File: src/rtl/hazard_stall_ctrl_pkg.sv
// Shared definitions for the MIPS pipeline sequencing controller:
// control-vector layout, opcodes, FSM states and sequencing-control encodings.
package hazard_stall_ctrl_pkg;

  // Control vector carried in ID/EX:
  // {regdst[1:0], jump, branch, memread, memtoreg[1:0], aluop[1:0], memwrite, alusrc, regwrite}
  localparam int CTRL_W         = 12;
  localparam int CTRL_REGDST_HI = 11;
  localparam int CTRL_REGDST_LO = 10;
  localparam int CTRL_JUMP      = 9;
  localparam int CTRL_BRANCH    = 8;
  localparam int CTRL_MEMREAD   = 7;
  localparam int CTRL_MEMTOREG_HI = 6;
  localparam int CTRL_MEMTOREG_LO = 5;
  localparam int CTRL_ALUOP_HI  = 4;
  localparam int CTRL_ALUOP_LO  = 3;
  localparam int CTRL_MEMWRITE  = 2;
  localparam int CTRL_ALUSRC    = 1;
  localparam int CTRL_REGWRITE  = 0;

  // A bubble is simply an all-zero control vector: no writes, no memory access.
  localparam logic [CTRL_W-1:0] NOP_CTRL = '0;

  // Primary opcodes understood by the core.
  localparam logic [5:0] OP_R    = 6'b000000;
  localparam logic [5:0] OP_LW   = 6'b100011;
  localparam logic [5:0] OP_SW   = 6'b101011;
  localparam logic [5:0] OP_BEQ  = 6'b000100;
  localparam logic [5:0] OP_J    = 6'b000010;
  localparam logic [5:0] OP_JAL  = 6'b000011;
  localparam logic [5:0] OP_ADDI = 6'b001000;
  localparam logic [5:0] OP_ORI  = 6'b001101;

  // Sequencing FSM states.
  typedef enum logic [1:0] {
    ST_RUN      = 2'd0,
    ST_MEM_WAIT = 2'd1,
    ST_ERROR    = 2'd2
  } state_e;

  // Bundle of the six pipeline sequencing controls.
  typedef struct packed {
    logic pc_write;
    logic ifid_write;
    logic ifid_flush;
    logic idex_bubble;
    logic exmem_hold;
    logic memwb_bubble;
  } seq_ctrl_t;

  // Canonical control patterns, ordered {pc_write, ifid_write, ifid_flush,
  // idex_bubble, exmem_hold, memwb_bubble}.
  localparam seq_ctrl_t SEQ_RESET    = seq_ctrl_t'(6'b001101);
  localparam seq_ctrl_t SEQ_NORMAL   = seq_ctrl_t'(6'b110000);
  localparam seq_ctrl_t SEQ_FREEZE   = seq_ctrl_t'(6'b000011);
  localparam seq_ctrl_t SEQ_BRANCH   = seq_ctrl_t'(6'b101100);
  localparam seq_ctrl_t SEQ_LOADUSE  = seq_ctrl_t'(6'b000100);
  localparam seq_ctrl_t SEQ_JUMP     = seq_ctrl_t'(6'b111000);

  // True for opcodes that touch data memory in the MEM stage.
  function automatic logic is_mem_op(input logic [5:0] op);
    return (op == OP_LW) || (op == OP_SW);
  endfunction

endpackage

File: src/rtl/hazard_stall_ctrl_hazard_detect.sv
// Load-use comparator: flags an ID instruction that reads the register a
// load currently in EX will write.
module hazard_detect
  import hazard_stall_ctrl_pkg::*;
(
  input  logic       ex_memread_i,
  input  logic [4:0] ex_rt_i,
  input  logic [4:0] id_rs_i,
  input  logic [4:0] id_rt_i,
  input  logic       id_uses_rt_i,
  output logic       loaduse_o
);

  logic rsMatch;
  logic rtMatch;

  // Register 0 is hard-wired, so a load targeting it never creates a dependency.
  always_comb begin
    rsMatch   = (ex_rt_i == id_rs_i);
    rtMatch   = id_uses_rt_i & (ex_rt_i == id_rt_i);
    loaduse_o = ex_memread_i & (ex_rt_i != 5'd0) & (rsMatch | rtMatch);
  end

endmodule

File: src/rtl/hazard_stall_ctrl.sv
// Pipeline sequencing controller for the 5-stage MIPS core. Chooses each
// cycle whether PC and pipeline registers advance, hold, flush or bubble,
// counts stall cycles and latches a sticky memory-timeout error.
module hazard_stall_ctrl
  import hazard_stall_ctrl_pkg::*;
#(
  parameter int MEM_TIMEOUT = 16,
  parameter int CNT_W       = 16
)(
  input  logic             clk,
  input  logic             rst,
  input  logic [4:0]       id_rs,
  input  logic [4:0]       id_rt,
  input  logic             id_uses_rt,
  input  logic             jump_id,
  input  logic             ex_memread,
  input  logic [4:0]       ex_rt,
  input  logic             branch_taken,
  input  logic             dmem_req,
  input  logic             dmem_ready,
  output logic             pc_write,
  output logic             ifid_write,
  output logic             ifid_flush,
  output logic             idex_bubble,
  output logic             exmem_hold,
  output logic             memwb_bubble,
  output logic [CNT_W-1:0] stall_count,
  output logic             mem_err
);

  localparam int                WCNT_W     = $clog2(MEM_TIMEOUT + 1);
  localparam logic [WCNT_W-1:0] WCNT_ONE   = WCNT_W'(1);
  localparam logic [WCNT_W-1:0] WCNT_LIMIT = WCNT_W'(MEM_TIMEOUT);
  localparam logic [CNT_W-1:0]  CNT_ONE    = CNT_W'(1);
  localparam logic [CNT_W-1:0]  CNT_MAX    = '1;

  state_e            state_q, state_d;
  logic [WCNT_W-1:0] wcnt_q, wcnt_d;
  logic [CNT_W-1:0]  stall_count_q, stall_count_d;
  logic              mem_err_q, mem_err_d;

  logic              loaduse;
  logic              memstall;
  seq_ctrl_t         ctrl;

  hazard_detect u_hazard_detect (
    .ex_memread_i (ex_memread),
    .ex_rt_i      (ex_rt),
    .id_rs_i      (id_rs),
    .id_rt_i      (id_rt),
    .id_uses_rt_i (id_uses_rt),
    .loaduse_o    (loaduse)
  );

  assign memstall = dmem_req & ~dmem_ready;

  // State, wait counter, stall counter and error flag registers.
  always_ff @(posedge clk or posedge rst) begin
    if (rst) begin
      state_q       <= ST_RUN;
      wcnt_q        <= '0;
      stall_count_q <= '0;
      mem_err_q     <= 1'b0;
    end else begin
      state_q       <= state_d;
      wcnt_q        <= wcnt_d;
      stall_count_q <= stall_count_d;
      mem_err_q     <= mem_err_d;
    end
  end

  // Next state: track consecutive memory wait cycles and trip to ERROR on timeout.
  always_comb begin
    state_d   = state_q;
    wcnt_d    = wcnt_q;
    mem_err_d = mem_err_q;
    unique case (state_q)
      ST_RUN: begin
        if (memstall) begin
          state_d = ST_MEM_WAIT;
          wcnt_d  = WCNT_ONE;
        end
      end
      ST_MEM_WAIT: begin
        if (memstall) begin
          wcnt_d = wcnt_q + WCNT_ONE;
          if (wcnt_d == WCNT_LIMIT) begin
            state_d   = ST_ERROR;
            mem_err_d = 1'b1;
          end
        end else begin
          state_d = ST_RUN;
          wcnt_d  = '0;
        end
      end
      ST_ERROR: begin
        mem_err_d = 1'b1;
      end
      default: begin
        state_d = ST_RUN;
        wcnt_d  = '0;
      end
    endcase
  end

  // Outputs: reset pattern while reset is held, full freeze in ERROR,
  // otherwise the hazard priority memstall > branch > load-use > jump.
  always_comb begin
    ctrl = SEQ_NORMAL;
    if (rst) begin
      ctrl = SEQ_RESET;
    end else if (state_q == ST_ERROR) begin
      ctrl = SEQ_FREEZE;
    end else if (memstall) begin
      ctrl = SEQ_FREEZE;
    end else if (branch_taken) begin
      ctrl = SEQ_BRANCH;
    end else if (loaduse) begin
      ctrl = SEQ_LOADUSE;
    end else if (jump_id) begin
      ctrl = SEQ_JUMP;
    end
  end

  // Stall counter counts every cycle the PC is held, sticking at all-ones.
  always_comb begin
    stall_count_d = stall_count_q;
    if (!ctrl.pc_write && (stall_count_q != CNT_MAX)) begin
      stall_count_d = stall_count_q + CNT_ONE;
    end
  end

  assign pc_write     = ctrl.pc_write;
  assign ifid_write   = ctrl.ifid_write;
  assign ifid_flush   = ctrl.ifid_flush;
  assign idex_bubble  = ctrl.idex_bubble;
  assign exmem_hold   = ctrl.exmem_hold;
  assign memwb_bubble = ctrl.memwb_bubble;
  assign stall_count  = stall_count_q;
  assign mem_err      = mem_err_q;

endmodule

File: config.mk
export PLATFORM = sky130hd
export DESIGN_NAME = hazard_stall_ctrl
export DESIGN_NICKNAME = d
export VERILOG_FILES = /design/src/rtl/hazard_stall_ctrl_pkg.sv /design/src/rtl/hazard_stall_ctrl_hazard_detect.sv /design/src/rtl/hazard_stall_ctrl.sv
export SDC_FILE = /design/constraint.sdc
export NUM_CORES = 1
export LEC_CHECK = 0
export CAP_MARGIN = 20
export CORE_AREA = 3 3 68 51
export CTS_BUF_LIST = sky130_fd_sc_hd__clkbuf_8
export CTS_CLUSTER_SIZE = 16
export DETAILED_ROUTE_END_ITERATION = 12
export DIE_AREA = 0 0 71 54
export HOLD_SLACK_MARGIN = 0.08
export PLACE_DENSITY = 0.9
export SLEW_MARGIN = 15
export SYNTH_ARGS = -nofsm -noshare
export SYNTH_HDL_FRONTEND = slang
export SYNTH_SLANG_ARGS = --single-unit
File: constraint.sdc
create_clock -name clk -period 7.65 [get_ports clk]
set_clock_uncertainty 0.2 [all_clocks]
set_input_delay 2.295 -clock clk [delete_from_list [all_inputs] [get_ports clk]]
set_output_delay 2.295 -clock clk [all_outputs]
set_load 0.01 [all_outputs]
Yosys cells after proc, flatten, opt, wreduce, memory -nomap -nowiden

Cells that the tools add are included.

Equality and inequality tests: 10
Bitwise operators: 7
$add $sub $neg: 2
Muxes and demuxes: 16
Reduce and logical (&&, ||, !) cells: 8

Operators with widths:

| cell                                          | number |
|---|---|
| two-way mux 6 bit                             | 5 |
| adder 16 x 1 -> 16 bit, second input constant | 1 |
| != test 16 bit, second input constant         | 1 |
| case mux 5 bit (3 select lines)               | 1 |
| == test 5 bit                                 | 2 |
| two-way mux 5 bit                             | 2 |
| two-way mux 2 bit                             | 3 |
| != test 2 bit, second input constant          | 3 |
| case mux 2 bit (3 select lines)               | 1 |
| AND reduction 3 bit                           | 2 |
| adder 5 x 1 -> 5 bit, second input constant   | 1 |
| == test 5 bit, second input constant          | 1 |
| nonzero test 5 bit                            | 1 |
| bitwise AND 1 bit                             | 4 |
| two-way mux 4 bit                             | 1 |
| != test 3 bit, second input constant          | 1 |
| == test 2 x 1 -> 1 bit, second input constant | 1 |
| == test 2 bit, second input constant          | 1 |
| zero test 2 bit                               | 1 |
| two-way mux 1 bit                             | 2 |
| inverter 1 bit                                | 2 |
| case mux 1 bit (2 select lines)               | 1 |
| AND reduction 2 bit                           | 1 |
| nonzero test 2 bit                            | 1 |
| 3 further kinds                               | 3 |

Input bits: 23
Output and inout port bits: 23
Word-level logic and storage cells: 47
Register bits: 24

Depth between registers and ports, before layout

Word-level depth: 11
Gate-level depth with buffers: 9
Depth with buffers taken out: 7

Cells and area by module

From an unflattened synthesis, not the netlist that was laid out.

Cell total of the unflattened synthesis: 144
Area total of the unflattened synthesis: 1456.4 sq um

By module, submodules not included:

| module            | area an instance (sq um) | times used | sequential area each (sq um) | cells each |
|---|---|---|---|---|
| hazard_stall_ctrl | 1323.8                   | 1          | 600.6                        | 127 |
| hazard_detect     | 132.6                    | 1          | 0.0                          | 17 |

Least setup slack after synthesis

OpenSTA, ideal clock, no wires.

Path type: input to output
From: input port ex_rt[3]
To: output port idex_bubble
Arrival time: 3.370 ns
Data required time: 5.155 ns
Stages on the path: 5
Path slack: 1.785 ns
Cell sequence: xor2_1 > nor4_2 > a32oi_1 > or2_2 > a21oi_1

Longest elaborated chain between the ends: 9

Ends and longest elaborated chain:

| element             | RTL line                              | source |
|---|---|---|
| start, declared     | hazard_stall_ctrl.sv:17               | `input logic [4:0] ex_rt,` |
| == test 5 bit       | hazard_stall_ctrl_hazard_detect.sv:20 | `rtMatch = id_uses_rt_i & (ex_rt_i == id_rt_i);` |
| bitwise AND 1 bit   | hazard_stall_ctrl_hazard_detect.sv:20 |  |
| bitwise OR 1 bit    | hazard_stall_ctrl_hazard_detect.sv:21 | `loaduse_o = ex_memread_i & (ex_rt_i != 5'd0) & (rsMatch \| rtMatch);` |
| bitwise AND 1 bit * | hazard_stall_ctrl_hazard_detect.sv:21 |  |
| two-way mux 6 bit * | hazard_stall_ctrl.sv:118              | `end else if (loaduse) begin` |
| two-way mux 6 bit * | hazard_stall_ctrl.sv:116              | `end else if (branch_taken) begin` |
| two-way mux 6 bit * | hazard_stall_ctrl.sv:114              | `end else if (memstall) begin` |
| two-way mux 6 bit * | hazard_stall_ctrl.sv:112              | `end else if (state_q == ST_ERROR) begin` |
| two-way mux 6 bit * | hazard_stall_ctrl.sv:110              | `if (rst) begin` |
| end, declared       | hazard_stall_ctrl.sv:24               | `output logic idex_bubble,` |

Mark *: on every way between the ends. The rest lies on a longest branch, timed or not.

Final worst setup path

From: input port ex_rt[1]
To: output port ifid_flush

Longest elaborated chain between the ends: 9

Ends and longest elaborated chain:

| element             | RTL line                              | source |
|---|---|---|
| == test 5 bit       | hazard_stall_ctrl_hazard_detect.sv:20 |  |
| bitwise AND 1 bit   | hazard_stall_ctrl_hazard_detect.sv:20 |  |
| bitwise OR 1 bit    | hazard_stall_ctrl_hazard_detect.sv:21 |  |
| bitwise AND 1 bit * | hazard_stall_ctrl_hazard_detect.sv:21 |  |
| two-way mux 6 bit * | hazard_stall_ctrl.sv:118              |  |
| two-way mux 6 bit * | hazard_stall_ctrl.sv:116              |  |
| two-way mux 6 bit * | hazard_stall_ctrl.sv:114              |  |
| two-way mux 6 bit * | hazard_stall_ctrl.sv:112              |  |
| two-way mux 6 bit * | hazard_stall_ctrl.sv:110              |  |
| end, declared       | hazard_stall_ctrl.sv:23               | `output logic ifid_flush,` |

Marks and branches as above.

==> run metrics <==
status complete, no violations; f_max 0.144 GHz; gate count after technology mapping 145; GPL Wtd Cong 0.835; post-synth top area share 0.415; register area share after synthesis 0.415; Die H 54 µm; setup bufs post-CTS 0; count leader, synth dfrtp_1; first-pass GRT wire length 5.46 mm; slack of the worst reg-to-reg path 4.85 ns; DR WL/cell 14.6 µm; # diodes 0; Syn Nets 171; worst hold path type flop to flop; Detail Route Antenna Nets 0; setup TNS 0 ns; largest net degree at the start of global routing 25; num rows 16; path depth of the worst reg2reg path 7; hold-fix buffers at CTS 0; DIE AREA 0.00383 mm²; largest cells by area after synthesis dfrtp_1, xor2_1, nand3_1, nor2_1, xnor2_1; deepest clock path buffer count 2; PostCTS Resize Cnt 0; drt drc 0; Detailed Route WL 3.32 mm; drt pass-1 iters 4; hold_sp mem_err; EDFF count, synth 0; Rel. slew slack 0.412; Peak supply drop 0.203 mV; Finish-stage setup viols 0; CP Class input port to output pin; FF/Latch Area 601 µm²; sequential share of power 0.435; yosys synthesis warning count 0; Post-Synth Adder-Cell Area 0.0259; core area 0.00280 mm²; Post-synth ARST share 1.00; mux cell area share after synthesis 0.0173; Synth top cells by count dfrtp_1, xor2_1, nor2_1; final hold violation count 0; share of cells above drive strength 1 0.0890; syn avg cell area 9.99 µm²; Most Crowded Layer GR met2; Initial Util 0.517; CTS buffer count 3; Layout area overhead 35.6%; cell taking the most area after synthesis dfrtp_1; max_cap viols 0; R2R Path Start stall_count[0]; Via-to-Cell Ratio 5.43; hold depth 1; Logic pwr share 0.394; Nets 218; root buf cell clkbuf_8; sw frac 0.356; GRT Util Overall 0.180; CTS tree built; Crit path required time 5.16 ns; CP endpoint kind output pin; largest family of logic cells by synthesized area simple AND/OR/NAND/NOR gates; clk sinks 24; Filler cells 206; Pwr Density 250 mW/mm²; DIE WIDTH 71 µm; number of synthesized register bits 24; PortBufs 45; initial antenna violation count 0; P_int 316 µW; area of the multi-input gates 798 µm²; Placed Cells 223; Pins Over Slew Limit 0; met1 usage 0.237; critical-path maximum fanout 4; Post-synth top flop dfrtp_1; worst skew pair latency 0.26 ns; Top Ports 46; Synth Area in Compound Gates 0.0630; met2 usage 0.309; Synth Area in Simple Gates 0.282; Leak Pwr 0.821 nW; Vias 1,233; RSZ-0062 raised after global routing false; CTS clock-pin slew for the worst setup and hold paths 0.08 ns; Remaining Overflow, GRT 0; Synth Area in XOR/XNOR 0.163; H-tree depth 1; Least-Margin Pin Slew 0.881 ns; critical path arrival 4.46 ns; Post-DP HPWL 2.60 mm; clock network power share 0.171; distinct cell type count after synthesis 39; Min Clock Period, post-route 6.96 ns; crit path launch type input port; GRT met3 Usage 0.0466; Critical R2R Capture stall_count[11]; Sw Pwr 175 µW; period utilisation layout 0.909; via count of the first global-routing pass 1,167; DR iter-0 viols 36; synthesized area 0.00145 mm²; Worst Hold End mem_err; Non-Filler Instances 227
power groups by stage:
stage | registers (mW) | logic, mW | clock network, mW
2_1_floorplan | 0.220 | 0.0857 | 0
3_3_place_gp | 0.211 | 0.190 | 0
3_5_place_dp | 0.214 | 0.195 | 0
4_1_cts | 0.213 | 0.196 | 0.0864
5_1_grt | 0.220 | 0.210 | 0.0918
6_report | 0.214 | 0.194 | 0.0839
kinds of logic (layout without fill, tap and decap cells):
kind of cell	Yosys count	after routing
and+or+nand+nor	68	68
DFF	24	24
muxes	2	2
buffers and inverters	7	53
adders and majority gates	3	3
AOI/OAI and AO/OA	14	14
xor gates and xnor gates	27	27
area by class of cell:
| type | count | area share |
|---|---|---|
| Multi-Input combinational cell | 114 | 0.406 |
| Sequential cell | 24 | 0.306 |
| Inverter | 4 | 0.00764 |
| Tap cell | 36 | 0.0229 |
| Clock buffer | 4 | 0.0280 |
| Timing Repair Buffer | 45 | 0.229 |
flip-flops by register name, summed over array words and instances, names as in the netlist:
name         flops
state_q          2
stall_count     16
mem_err          1
wcnt_q           5
metrics by stage:
| stage | area (µm²) | setup WS [ns] | utilization | hold slack (ns) | power (mW) |
|---|---|---|---|---|---|
| 3_5_place_dp | 1910 | 0.722 | 0.681 | 0.269 | 0.409 |
| 3_3_place_gp | 1910 | 0.817 | 0.681 | 0.251 | 0.401 |
| 4_1_cts | 1960 | 0.710 | 0.701 | 0.288 | 0.495 |
| 5_1_grt | 1960 | 0.623 | 0.701 | 0.322 | 0.522 |
| 2_1_floorplan | 1450 | 1.78 | - | 0.312 | 0.306 |
| 6_report | 1960 | 0.694 | 0.701 | 0.292 | 0.492 |
worst max-delay path, stage by stage:
cell and delay, ns:
clkdlybuf4s50_1 0.48, or4_1 0.58, o21ai_1 0.18, or2_2 0.17
nand2_1 0.05, a21oi_1 0.15, clkdlybuf4s50_1 0.55
routing by layer:
metal | share of wire | wire length (µm)
met5 | 0 | 0
met4 | 0.0069 | 23
met3 | 0.072 | 238
met2 | 0.46 | 1540
met1 | 0.46 | 1520
worst max path at each step:
stage                   to  slack [ns]      from
2_1_floorplan  idex_bubble        1.78  ex_rt[3]
3_3_place_gp   idex_bubble        0.82  ex_rt[3]
3_5_place_dp    ifid_flush        0.72  ex_rt[1]
4_1_cts         ifid_flush        0.71  ex_rt[1]
5_1_grt         ifid_flush        0.62  ex_rt[1]
6_report        ifid_flush        0.69  ex_rt[1]
placed cells by master, fill, tap and decap left out, types with 3 or more instances in the layout:
| master | instances |
|---|---|
| nand3_1 | 11 |
| nor3_2 | 3 |
| a21oi_1 | 3 |
| nor2b_1 | 3 |
| dfrtp_1 | 24 |
| nand4_1 | 3 |
| inv_1 | 4 |
| xor2_1 | 22 |
| xnor2_1 | 5 |
| nor2_1 | 12 |
| clkbuf_8 | 4 |
| nand2_1 | 11 |
| nor3_1 | 6 |
| ha_1 | 3 |
| nor4_2 | 3 |
| clkdlybuf4s50_1 | 45 |
| o21ai_0 | 4 |
Power figures use the tool's default switching activity.
